===== src/rtl/mem_copy_engine.sv =====
// mem_copy_engine
//   Block-move initiator for the single-port data memory. A start pulse
//   launches either a copy (read source byte, write destination byte) or a
//   fill (write a constant) over a block of len bytes. Pointers wrap modulo
//   2^ADDR_W. All outputs are Moore-decoded from registered state.
//
// Ports
//   clk, rst_n            clock, asynchronous active-low reset
//   start, fill           launch request and mode (1 = fill), start sampled in IDLE
//   src_addr, dst_addr    first source / destination address, latched at start
//   len                   byte count, 0 means no memory access
//   fill_val              constant for fill mode, latched at start
//   abort                 early termination, sampled in RD/WR
//   busy, done            busy in RD/WR, done pulses for one cycle on completion
//   mem_addr, mem_read,
//   mem_write, mem_wdata  memory port drive
//   mem_rdata             combinational read data, valid while mem_read is high
//   dbg_state             current FSM state for observation
//
// Handshake: start is a level sampled at a rising edge while IDLE; there is no
// ready/valid pair on the memory side because the memory responds in the same
// cycle (read data combinational, write committed on the closing edge).
module mem_copy_engine #(
  parameter int ADDR_W = 8,
  parameter int DATA_W = 8
) (
  input  logic              clk,
  input  logic              rst_n,
  input  logic              start,
  input  logic              fill,
  input  logic [ADDR_W-1:0] src_addr,
  input  logic [ADDR_W-1:0] dst_addr,
  input  logic [ADDR_W-1:0] len,
  input  logic [DATA_W-1:0] fill_val,
  input  logic              abort,
  output logic              busy,
  output logic              done,
  output logic [ADDR_W-1:0] mem_addr,
  output logic              mem_read,
  output logic              mem_write,
  output logic [DATA_W-1:0] mem_wdata,
  input  logic [DATA_W-1:0] mem_rdata,
  output logic [1:0]        dbg_state
);

  localparam logic [1:0] S_IDLE = 2'd0;
  localparam logic [1:0] S_RD   = 2'd1;
  localparam logic [1:0] S_WR   = 2'd2;
  localparam logic [1:0] S_DONE = 2'd3;

  logic [1:0]        r_state;
  logic [ADDR_W-1:0] r_src;
  logic [ADDR_W-1:0] r_dst;
  logic [ADDR_W-1:0] r_rem;
  logic [DATA_W-1:0] r_buf;
  logic              r_fill;
  logic [DATA_W-1:0] r_fill_val;

  always_ff @(posedge clk or negedge rst_n) begin
    if (!rst_n) begin
      r_state    <= S_IDLE;
      r_src      <= '0;
      r_dst      <= '0;
      r_rem      <= '0;
      r_buf      <= '0;
      r_fill     <= 1'b0;
      r_fill_val <= '0;
    end else begin
      case (r_state)
        S_IDLE: begin
          if (start) begin
            r_src      <= src_addr;
            r_dst      <= dst_addr;
            r_rem      <= len;
            r_fill     <= fill;
            r_fill_val <= fill_val;
            if (len == '0)  r_state <= S_DONE;
            else if (fill)  r_state <= S_WR;
            else            r_state <= S_RD;
          end
        end
        S_RD: begin
          // An aborted read is simply dropped; buf keeps its old value.
          if (abort) begin
            r_state <= S_IDLE;
          end else begin
            r_buf   <= mem_rdata;
            r_state <= S_WR;
          end
        end
        S_WR: begin
          // The write driven this cycle lands on this edge even when aborting.
          if (abort) begin
            r_state <= S_IDLE;
          end else begin
            r_src <= r_src + ADDR_W'(1);
            r_dst <= r_dst + ADDR_W'(1);
            r_rem <= r_rem - ADDR_W'(1);
            if (r_rem == ADDR_W'(1)) r_state <= S_DONE;
            else if (r_fill)         r_state <= S_WR;
            else                     r_state <= S_RD;
          end
        end
        default: r_state <= S_IDLE;
      endcase
    end
  end

  always_comb begin
    busy      = 1'b0;
    done      = 1'b0;
    mem_addr  = '0;
    mem_read  = 1'b0;
    mem_write = 1'b0;
    mem_wdata = '0;
    case (r_state)
      S_RD: begin
        busy     = 1'b1;
        mem_read = 1'b1;
        mem_addr = r_src;
      end
      S_WR: begin
        busy      = 1'b1;
        mem_write = 1'b1;
        mem_addr  = r_dst;
        mem_wdata = r_fill ? r_fill_val : r_buf;
      end
      S_DONE: done = 1'b1;
      default: ;
    endcase
  end

  assign dbg_state = r_state;

endmodule


===== config.mk =====
export PLATFORM = sky130hd
export DESIGN_NAME = mem_copy_engine
export DESIGN_NICKNAME = d
export VERILOG_FILES = /design/src/rtl/mem_copy_engine.sv
export SDC_FILE = /design/constraint.sdc
export NUM_CORES = 1
export LEC_CHECK = 0
export CORE_UTILIZATION = 36
export DETAILED_ROUTE_END_ITERATION = 7
export DONT_BUFFER_PORTS = 1
export HOLD_SLACK_MARGIN = 0.1
export SLEW_MARGIN = 30
export SYNTH_ARGS = -nofsm -noshare
export SYNTH_HDL_FRONTEND = slang
export SYNTH_SLANG_ARGS = --single-unit
export TNS_END_PERCENT = 20

===== constraint.sdc =====
create_clock -name clk -period 3.6 [get_ports clk]
set_clock_uncertainty 0.05 [all_clocks]
set_input_delay 0.36 -clock clk [delete_from_list [all_inputs] [get_ports clk]]
set_output_delay 0.36 -clock clk [all_outputs]
set_load 0.005 [all_outputs]

==> results of run 1 <==
worst paths after layout:
check,startpoint,to
hold / removal,fill,r_fill$_DFFE_PN0P_
min in group asynchronous,rst_n,r_src[1]$_DFFE_PN0P_
max in group asynchronous,rst_n,r_fill_val[2]$_DFFE_PN0P_
setup reg to reg,dbg_state[1]$_DFFE_PN0P_,r_buf[5]$_DFFE_PN0P_
setup / recovery,dbg_state[0]$_DFFE_PN0P_,mem_addr[2]
hold reg to reg,r_fill_val[1]$_DFFE_PN0P_,r_fill_val[1]$_DFFE_PN0P_
power by group:
group	switching [mW]	internal, mW	total (mW)
Clock	0.177	0.225	0.402
Sequential	0.265	0.731	0.997
Combinational	0.658	0.537	1.20
Total	1.10	1.49	2.59
registers in the layout (all words and copies together) (netlist names):
register and flops:
r_buf 8, r_dst 8, r_fill_val 8, r_rem 8, r_src 8, dbg_state 2, r_fill 1
metal layers:
metal  track usage [%]  vias to the layer above
met1              21.9                      983
met3              4.45                        7
met2              26.1                       31
met5                 0                        -
met4              5.96                        0
li1                  -                      967
cells in the mapped netlist, types with 4 or more instances:
master,n,area [um2]
dfrtp_1,43,1080
a21oi_1,26,130
nand2_1,26,97.6
nor2b_1,18,113
mux2_2,17,191
o21ai_0,15,75.1
mux2i_1,13,130
nand3_1,11,55.1
a22oi_1,8,60.1
ha_1,8,100
nand2b_1,7,43.8
o32ai_1,7,61.3
buf_2,6,30.0
inv_1,6,22.5
nor2_1,6,22.5
buf_6,5,56.3
clkbuf_1,4,15.0
o21ai_1,4,20.0
o22ai_1,4,25.0
per-stage QoR:
step,hold slack (ns),worst slack (ns)
after floorplan,0.0144,1.83
after global placement,0.0158,1.34
after detailed placement,0.0162,1.27
after CTS,0.145,0.987
after global routing,0.129,0.819
final,0.153,0.983
final cells by class:
type / count / area [um2] / share of cell area (%)
clock buffers: 6 / 82.6 / 2.96
clock inverters: 2 / 35.0 / 1.25
inverters: 6 / 22.5 / 0.806
multi-input cells: 203 / 1410 / 50.6
flip-flops and latches: 43 / 1080 / 38.5
well taps: 96 / 120 / 4.30
repair buffers: 3 / 45.0 / 1.61
cell families after synthesis:
kind of cell | synth area share, %
adder cells (fa/ha/maj) | 3.82
multiplexers | 12.3
AO/OA/AOI/OAI | 20.9
buffers and inverters | 5.02
AND/OR/NAND/NOR | 16.8
flip-flops | 41.1
==> impl_metrics.ini, run 1 <==
[clock_network]
cts_sinks = 43
cts_tree = done
clockBufferDepth = 2
postCtsSetupBuffers = 0
numCtsBuffers = 5
cts_root_buf = clkbuf_8
clk_latency_ns = 0.30
htreeDepth = 2
cts_resized = 0
postCtsHoldBufs = 2
clk_pin_slew_ns = 0.09

[grt]
grt_first_pass_wirelength_um = 9720
gr-total-overflow = 0
grt_util_all_layers_pct = 16.6
grt_start_max_net_pins = 50
first_global_vias = 1939
antenna_found_initial = 0

[pwr]
p_leak_nw = 1.06
p_total_mw = 2.59
vdd_drop_max_mv = 0.235
p_per_area_nw_per_um2 = 928

[drt]
drt-total-wl_um = 6070
drtIter0Drc = 134
routed.top_layer = met4
drc = 0
ant_nets = 0
wl_met1_um = 2740
viasPerCell = 5.54
dr.pass1.iters = 4
wl_met3_um = 289
wl_met2_um = 2940
wl_per_cell_um = 16.9
dr_total_vias = 1988

[finish]
fin_nets = 315
final_util_pct = 40.5
fill_cells = 700
final_cell_mix = 43 x dfrtp_1, 26 x nand2_1, 26 x a21oi_1
syn_to_final_growth_pct = 6.74
final_common_cell = dfrtp_1
final_layout_size_suffix_gt1_share_pct = 12.9
instances_no_fill = 359
fin_area_um2 = 2790
antenna_cells = 0

[critical_path]
rr_worst_depth = 4
reg2reg_setup_slack_ns = 1.27
crit_buf_inv = 2
end_kind = primary output
slowest_stage = ha_2
cp_max_fo = 49
critPathTopFamily = buffers and inverters
crit_required_ns = 3.19
cp.depth = 5
path_class = flop to primary output
crit_chain = inv_1 > ha_2 > buf_4 > a22oi_1 > nor2b_1
slowest_delay_ns = 0.50
crit_arrival_ns = 2.21
startpoint_type = flop

[sta]
finalSetupViolCount = 0
max_freq_ghz = 0.382
fin_tns_setup_ns = 0
rsz0062_at_grt = false
period_share_pct = 72.7
period_needed_ns = 2.62
maxSlewHeadroom_pct = 41.0
maxSlewViolCount = 0
max_slew.worst_pin.slew_ns = 0.883
hold_viol_final = 0

[logic_synthesis]
syn_inst = 268
post_synth.cell_area_avg_um2 = 9.77
synthDistinctLibCells = 43
syn_area_um2 = 2620
ys_warn_count = 0
async_flop_share_pct = 100
ys.flop_type = dfrtp_1
ys_ff_latch = 43
ys_seq_area_share_pct = 41.1
synthesis.nets = 321
synth_edf_count = 0

[die]
die_y_um = 87.3
dieArea_um2 = 7620
io_pins = 67
start_util_pct = 37.9
core_um2 = 6910
die_x_um = 87.3
rows = 30

[hold_path]
hold_class = primary input to flop
min_path_cells = 1

[job]
cap_violations = 0

[place]
dp_hpwl_um = 4320
placed_cell_area_um2 = 2640
io_buffers = 0
gp_congestion = 0.782
dp.cells = 349

[run_status]
status = complete, no violations
(Power assumes the default switching activity.)
==> inputs of run 2 (changes only) <==
clock period = 2.4 ns   (was 3.6 ns; I/O delays follow)
==> run 2 against run 1 <==
Cell count grew 7.0%; setup slack lost 0.76 ns; sequential share of layout area shrank 3.2 points; hold slack lost 0.054 ns; critical endpoint is now mem_addr[4]; routed wire length grew 2.7%; non-clock buffer count grew 26; sequential power grew 49%; clock-buffer cell count is the same; combinational power grew 58%; global-route usage grew 0.43 points; cell area grew 9.0%; register-to-register slack lost 0.97 ns.
==> impl_metrics.ini, run 2 (same netlist as run 1, synthesis figures left out) <==
[pwr]
p_leak_nw = 1.17
vdd_drop_max_mv = 0.362
p_total_mw = 3.93
p_per_area_nw_per_um2 = 1290

[place]
dp_hpwl_um = 4300
dp.cells = 352
gp_congestion = 0.764
placed_cell_area_um2 = 2670
post-place-ws_ns = 0.322
io_buffers = 0

[die]
die_x_um = 87.3
io_pins = 67
dieArea_um2 = 7620
die_y_um = 87.3
core_um2 = 6910
start_util_pct = 37.9
rows = 30

[finish]
instances_no_fill = 384
final_common_cell = dfrtp_1
antenna_cells = 0
fin_area_um2 = 3040
fin_nets = 341
final_cell_mix = 43 x dfrtp_1, 26 x nand2_1, 26 x a21oi_1
final_util_pct = 44.1
syn_to_final_growth_pct = 16.3
final_layout_size_suffix_gt1_share_pct = 12.2

[sta]
finalSetupViolCount = 0
max_freq_ghz = 0.458
hold_viol_final = 0
fin_tns_setup_ns = 0
rsz0062_at_grt = false
whs_ns = 0.0993
max_slew.worst_pin.slew_ns = 0.586
post-route-worst-setup-slack_ns = 0.218
period_share_pct = 90.9
maxSlewHeadroom_pct = 60.9
period_needed_ns = 2.18
maxSlewViolCount = 0

[clock_network]
postCtsHoldBufs = 25
clockBufferDepth = 2
clk_latency_ns = 0.30
cts_resized = 0
postCtsSetupBuffers = 0
numCtsBuffers = 5
htreeDepth = 2
clk_pin_slew_ns = 0.08
cts_root_buf = clkbuf_8
cts_tree = done
cts_sinks = 43

[drt]
drt-total-wl_um = 6230
ant_nets = 0
drtIter0Drc = 118
drc = 0
wl_per_cell_um = 16.2
viasPerCell = 5.41
dr_total_vias = 2076
dr.pass1.iters = 4

[critical_path]
crit_required_ns = 2.11
end_kind = primary output
crit_path_start = dbg_state[0]$_DFFE_PN0P_
path_class = flop to primary output
crit_arrival_ns = 1.89
startpoint_type = flop
crit-reg2reg-launch = dbg_state[0]$_DFFE_PN0P_
cp_max_fo = 64

[job]
cap_violations = 0

[grt]
antenna_found_initial = 0
grt_start_max_net_pins = 65
first_global_vias = 1964
gr-total-overflow = 0
grt_first_pass_wirelength_um = 9980
grt_util_all_layers_pct = 17.0

[run_status]
status = complete, no violations

[hold_path]
holdCritStartpoint = src_addr[0]
hold_class = primary input to flop
run 2: cell count changes in the layout (fill, tap and decap cells not counted):
cell | before | now
clkbuf_8 | 6 | 5
clkbuf_1 | 0 | 1
clkinv_2 | 1 | 0
dlygate4sd3_1 | 1 | 24
buf_12 | 0 | 1
buf_4 | 1 | 3
run 2: worst max-delay path, cell delays in order, from the launching register on:
cell,delay [ns]
dfrtp_1,0.43
inv_1,0.13
ha_2,0.35
buf_12,0.29
nand2_1,0.12
a21boi_0,0.26
run 2: area by class of cell:
class	count	area (um2)
clock buffers	6	72.6
clock inverters	1	30.0
fillers	674	3860
inverters	6	22.5
multi-input cells	203	1410
flip-flops and latches	43	1080
well taps	96	120
repair buffers	29	310
run 2: metal layers:
metal | global-route usage, % | wire length, um | share of wire (%) | up-vias
met5 | 0 | 0 | 0 | -
met4 | 4.47 | 78 | 1.3 | 0
met3 | 4.64 | 377 | 6.1 | 5
met2 | 27.3 | 3010 | 48 | 41
met1 | 22.7 | 2770 | 44 | 1010
li1 | - | - | - | 1020
run 2: worst paths after layout:
path / slack [ns] / depth (start not counted) / end
max in group asynchronous: 1.70 / 2 / dbg_state[1]$_DFFE_PN0P_
worst max register to register: 0.30 / 7 / r_rem[2]$_DFFE_PN0P_
min in group asynchronous: 0.39 / 2 / r_rem[5]$_DFFE_PN0P_
worst min register to register: 0.46 / 1 / r_fill_val[1]$_DFFE_PN0P_
worst max-delay path: 0.22 / 5 / mem_addr[4]
worst min-delay path: 0.1 / 2 / r_src[0]$_DFFE_PN0P_
run 2: power breakdown:
group,total [mW],switching (mW),leakage [nW],internal [mW]
registers,1.49,0.397,0.499,1.10
clock network,0.549,0.244,0.0513,0.305
logic,1.89,1.02,0.616,0.875
total,3.93,1.66,1.17,2.28
==> inputs of run 3 (changes only) <==
GPL_TIMING_DRIVEN = 0   (was unset)
==> run 3 against run 2 <==
Hold slack better by 0.010 ns; cell area is 4.3% higher; global-route usage is 2.4 points higher; via count is 7.1% higher; critical path depth stayed put; first-iteration DRC count is 59% higher; utilization is 1.9 points higher; highest routed layer unchanged; combinational power is 14% higher; sequential cell count stayed put; sequential power is 3% lower; routed wire length is 15% higher.
==> impl_metrics.ini, run 3 (same netlist as run 1, synthesis figures left out) <==
[clock_network]
cts_tree = done
clockBufferDepth = 2
postCtsSetupBuffers = 0
clk_latency_ns = 0.30
htreeDepth = 2
numCtsBuffers = 5
cts_sinks = 43
cts_root_buf = clkbuf_8
clk_pin_slew_ns = 0.09

[hold_path]
hold_class = primary input to flop

[sta]
maxSlewViolCount = 0
period_share_pct = 91.2
finalSetupViolCount = 0
maxSlewHeadroom_pct = 57.8
fin_tns_setup_ns = 0
max_freq_ghz = 0.457
period_needed_ns = 2.19
hold_viol_final = 0
max_slew.worst_pin.slew_ns = 0.634
rsz0062_at_grt = false
whs_ns = 0.110

[die]
rows = 30
core_um2 = 6910
dieArea_um2 = 7620
start_util_pct = 37.9
die_x_um = 87.3
io_pins = 67
die_y_um = 87.3

[job]
cap_violations = 0

[critical_path]
cp_max_fo = 10
path_class = flop to primary output
startpoint_type = flop
end_kind = primary output
crit_chain = inv_1 > ha_1 > buf_6 > clkbuf_1 > nor2b_1
crit_arrival_ns = 1.90
crit_required_ns = 2.11
critPathTopFamily = buffers and inverters
slowest_stage = dfrtp_1
crit_buf_inv = 3
slowest_delay_ns = 0.44

[drt]
dr.pass1.iters = 4
wl_per_cell_um = 17.7
viasPerCell = 5.49
dr_total_vias = 2224
drt-total-wl_um = 7180
drtIter0Drc = 188
ant_nets = 0
drc = 0

[grt]
grt_util_all_layers_pct = 19.4
grt_start_max_net_pins = 44
first_global_vias = 2173
gr-total-overflow = 0
antenna_found_initial = 0
grt_first_pass_wirelength_um = 11200

[finish]
final_cell_mix = 43 x dfrtp_1, 32 x dlygate4sd3_1, 26 x nand2_1, 26 x a21oi_1, 18 x nor2b_1
final_layout_size_suffix_gt1_share_pct = 14.2
syn_to_final_growth_pct = 21.3
final_common_cell = dfrtp_1
instances_no_fill = 405
fin_nets = 361
antenna_cells = 0
final_util_pct = 46.0

[place]
io_buffers = 0
gp_congestion = 0.795
dp_hpwl_um = 4850
dp.cells = 364

[pwr]
p_total_mw = 4.07
p_per_area_nw_per_um2 = 1280
p_leak_nw = 1.23
vdd_drop_max_mv = 0.393

[run_status]
status = complete, no violations
[run 3: layout make-up]
cell class,count,area [um2]
Sequential cell,43,1080
Fill cell,670,3730
Buffer,16,109
Clock inverter,3,20.0
Tap cell,96,120
Clock buffer,5,68.8
Timing Repair Buffer,33,348
Inverter,6,22.5
Multi-Input combinational cell,203,1410
[run 3: power by group]
group	leakage [nW]	switching, mW	total, mW	internal [mW]
Sequential	0.499	0.355	1.45	1.10
Clock	0.0402	0.268	0.471	0.203
Combinational	0.694	1.18	2.15	0.971
Total	1.23	1.80	4.07	2.27
[run 3: routing by layer]
metal	wire length (um)	part of all wire [%]	global-route usage (%)	vias to the layer above
li1	-	-	-	1062
met1	3170	44	25.8	1091
met2	3510	49	31.7	61
met3	384	5.3	3.22	10
met4	119	1.7	7.30	0
met5	0	0	0	-
[run 3: worst paths after layout]
kind / endpoint / from / cells past startpoint / slack (ns)
worst min-delay path: r_dst[4]$_DFFE_PN0P_ / dst_addr[4] / 2 / 0.11
worst max register to register: r_src[4]$_DFFE_PN0P_ / dbg_state[0]$_DFFE_PN0P_ / 8 / 0.29
worst min register to register: r_buf[3]$_DFFE_PN0P_ / r_buf[3]$_DFFE_PN0P_ / 1 / 0.46
min in group asynchronous: r_rem[2]$_DFFE_PN0P_ / rst_n / 2 / 0.43
max in group asynchronous: r_fill_val[6]$_DFFE_PN0P_ / rst_n / 2 / 1.67
worst max-delay path: mem_wdata[4] / dbg_state[0]$_DFFE_PN0P_ / 5 / 0.21
[run 3: per-stage QoR]
| step | setup slack, ns | area, um2 |
|---|---|---|
| after global placement | 0.366 | 2740 |
| after floorplan | 0.630 | 2620 |
| after detailed placement | 0.327 | 2740 |
| final | 0.211 | 3170 |
| after global routing | 0.0963 | 3170 |
| after CTS | 0.187 | 3170 |
[run 3: timing repair]
item,in CTS,in global routing
hold buffers,33,0
resized for setup,0,0
endpoints found under the hold margin,74,0
[run 3: worst reg2reg max path, delay by kind of cell (launching register included)]
kind	cells	cell delay (ns)
adders and majority gates	1	0.23
and+or+nand+nor	1	0.12
AOI/OAI and AO/OA	2	0.22
DFF	1	0.44
buffers and inverters	4	0.94
==> RTL change: new RTL, config.mk and constraints of run 2 <==
Set the parameter `DATA_W` to 6 (it was 8).
--- a/src/rtl/mem_copy_engine.sv
+++ b/src/rtl/mem_copy_engine.sv
@@ -22,7 +22,7 @@
 // cycle (read data combinational, write committed on the closing edge).
 module mem_copy_engine #(
   parameter int ADDR_W = 8,
-  parameter int DATA_W = 8
+  parameter int DATA_W = 6
 ) (
   input  logic              clk,
   input  logic              rst_n,
Ports: changed (resized fill_val, mem_rdata and mem_wdata); port bits go from 67 to 61. No check against the original RTL was run, so the function may have changed too.
==> RTL change against run 2 <==
  * Via count is 1.8% lower
  * Worst setup slack better by 84 ps
  * Die area is 9.9% lower
  * Critical endpoint is now mem_addr[3]
  * First-iteration DRC count is 47% lower
  * Total power is 4.0% lower
  * Sequential cell count is 4 lower
  * Cell area is 7.7% lower
  * Critical path depth stayed put
  * Largest cell class unchanged
  * Synthesized area is 10% lower
  * Routed wire length is 5.7% lower
  * Cell count is 8.1% lower
  * Sequential power is 9% lower
==> RTL change: results (changes against run 2) <==
Yosys cell types - 43 (unchanged)
leakage - 1.09 nW (was 1.17 nW)
Post-Route WL - 5.87 mm (was 6.23 mm)
Placed Instances - 322 (was 352)
share of cells above drive strength 1 - 11.2% (was 12.2%)
critical path startpoint - dbg_state[0] (unchanged)
Hold Path Origin - dst_addr[2] (was src_addr[0])
CP max stage delay - 440 ps
Worst Setup EP - mem_addr[3] (was mem_addr[4])
Antenna Cells - 0 (unchanged)
FFs w/ async S/R, synth - 100% (unchanged)
DPL Wire Length - 3.99 mm (was 4.30 mm)
cell family with most CP delay - flip-flops (unchanged)
global-route wire length before repair - 10.1 mm (was 9.98 mm)
Post-Syn Area per Cell - 9.22 um2 (was 9.77 um2)
Worst Tran Pin Value - 533 ps (was 586 ps)
top flop regs - r_dst (8), r_rem (8), r_src (8)
Seq/Total Area, Yosys - 41.5% (was 41.1%)
Final ANT Viol Nets - 0 (unchanged)
Fill cells - 637 (was 674)
hold_buf cts - 23 (was 25)
Max IR drop VDD - 0.000465 V (was 0.000362 V)
Critical R2R Capture - r_dst[7] (was r_rem[2])
Clock Tree Buf Depth - 2 (unchanged)
status - complete, no violations (unchanged)
Worst Hold Class - in -> reg (unchanged)
total gr overflow - 0 (unchanged)
commonest cells in the synthesized netlist - 39 x dfrtp_1, 28 x nand2_1, 23 x a21oi_1 (was 43 x dfrtp_1, 26 x a21oi_1, 26 x nand2_1)
top cells by area, synth - dfrtp_1 41%, mux2_2 6.2%, a21oi_1 4.9% (was dfrtp_1 41%, mux2_2 7.3%, a21oi_1 5.0%)
Top FF cell, synth - dfrtp_1 (unchanged)
Net Count, Synth - 304 (was 321)
gpl congestion - 0.753 (was 0.764)
drt via density - 5.78 (was 5.41)
slowest stage cell, crit path - dfrtp_1 (unchanged)
vias in the first global route - 2041 (was 1964)
Setup Buffers After CTS - 0 (unchanged)
Post-Layout Cell Count - 353 (was 384)
H-tree Lvls - 2 (unchanged)
DR pass1 iterations - 4 (unchanged)
GRT Total Usage - 18.1% (was 17.0%)
DP Worst Slack - 464 ps (was 322 ps)
R2R setup slack - 440 ps (was 300 ps)
Root Buffer - clkbuf_8 (unchanged)
Clock Latency Late Sink - 290 ps
initial antenna violation count - 0 (unchanged)
DRT iter0 DRCs - 63 (was 118)
PostCTS Resize Cnt - 0 (unchanged)
largest net degree at the start of global routing - 65 (unchanged)
IO Port Bufs - 0 (unchanged)
clk slew on worst S/H paths - 80 ps (about the same)
reg2reg path depth - 7 (unchanged)
critical path data arrival time - 1810 ps (was 1890 ps)
Synth Warn # - 0 (unchanged)
Peak Freq - 477 MHz (was 458 MHz)
total CTS buffers - 5 (unchanged)
worst-path fanout max - 64 (unchanged)
## RTL change: cell count changes after synthesis, moves of 3 or more
cell / before / now
buf_6: 5 / 0
dfrtp_1: 43 / 39
mux2_2: 17 / 13
mux2i_1: 13 / 9
o32ai_1: 7 / 3
a21oi_1: 26 / 23
a2bb2oi_1: 0 / 3
nand2b_1: 7 / 4
nand4_1: 1 / 4
o21ai_1: 4 / 7
o22ai_1: 4 / 7
## RTL change: layer usage
layer,wire length (um),global-route usage [%]
met4,53,4.70
met3,293,4.27
met2,2970,30.6
met5,0,0
met1,2550,23.2
## RTL change: worst min-delay path by stage
stage | to | slack (ps) | cells past startpoint
2_1_floorplan | dbg_state[0] | -110 | 0
3_3_place_gp | r_rem[4] | -100 | 0
3_5_place_dp | r_src[2] | -100 | 0
4_1_cts | r_dst[2] | 110 | 2
5_1_grt | r_dst[2] | 120 | 2
6_report | r_dst[2] | 110 | 2
## RTL change: cells by family after synthesis
logic type,Yosys count,share of synthesized area [%]
AO/OA/AOI/OAI,83,22.0
flip-flops,39,41.5
multiplexers,22,10.1
adder cells (fa/ha/maj),8,4.26
buffers and inverters,21,3.72
AND/OR/NAND/NOR,82,18.5
## RTL change: worst register-to-register path, delay by kind of cell, from the launching register on
family	cells	cell delay [ps]
flip-flops	1	440
AO/OA/AOI/OAI	2	370
adder cells (fa/ha/maj)	1	310
AND/OR/NAND/NOR	2	290
buffers and inverters	2	390
## RTL change: per-stage QoR
| step | cell area (um2) | util [%] | power (W) | hold slack (ps) |
|---|---|---|---|---|
| after detailed placement | 2440 | 38.6 | 0.00308 | -104 |
| after global routing | 2810 | 44.5 | 0.00412 | 117 |
| after global placement | 2440 | 38.6 | 0.00302 | -104 |
| after floorplan | 2350 | - | 0.00267 | -106 |
| final | 2810 | 44.5 | 0.00377 | 114 |
| after CTS | 2810 | 44.5 | 0.00379 | 110 |
## RTL change: layout make-up
cell class / instances / area, um2 / share of cell area (%)
multi-input cells: 195 / 1290 / 46.0
flip-flops and latches: 39 / 976 / 34.7
inverters: 6 / 22.5 / 0.802
clock buffers: 6 / 72.6 / 2.58
well taps: 77 / 96.3 / 3.43
repair buffers: 28 / 290 / 10.3
clock inverters: 2 / 60.1 / 2.14
## RTL change: where the power goes
part	switching, W	total [W]	leakage [nW]	internal (W)
sequential	0.000366	0.00136	0.457	0.000996
combinational	0.000948	0.00175	0.565	0.000806
clock	0.000242	0.000658	0.0654	0.000416
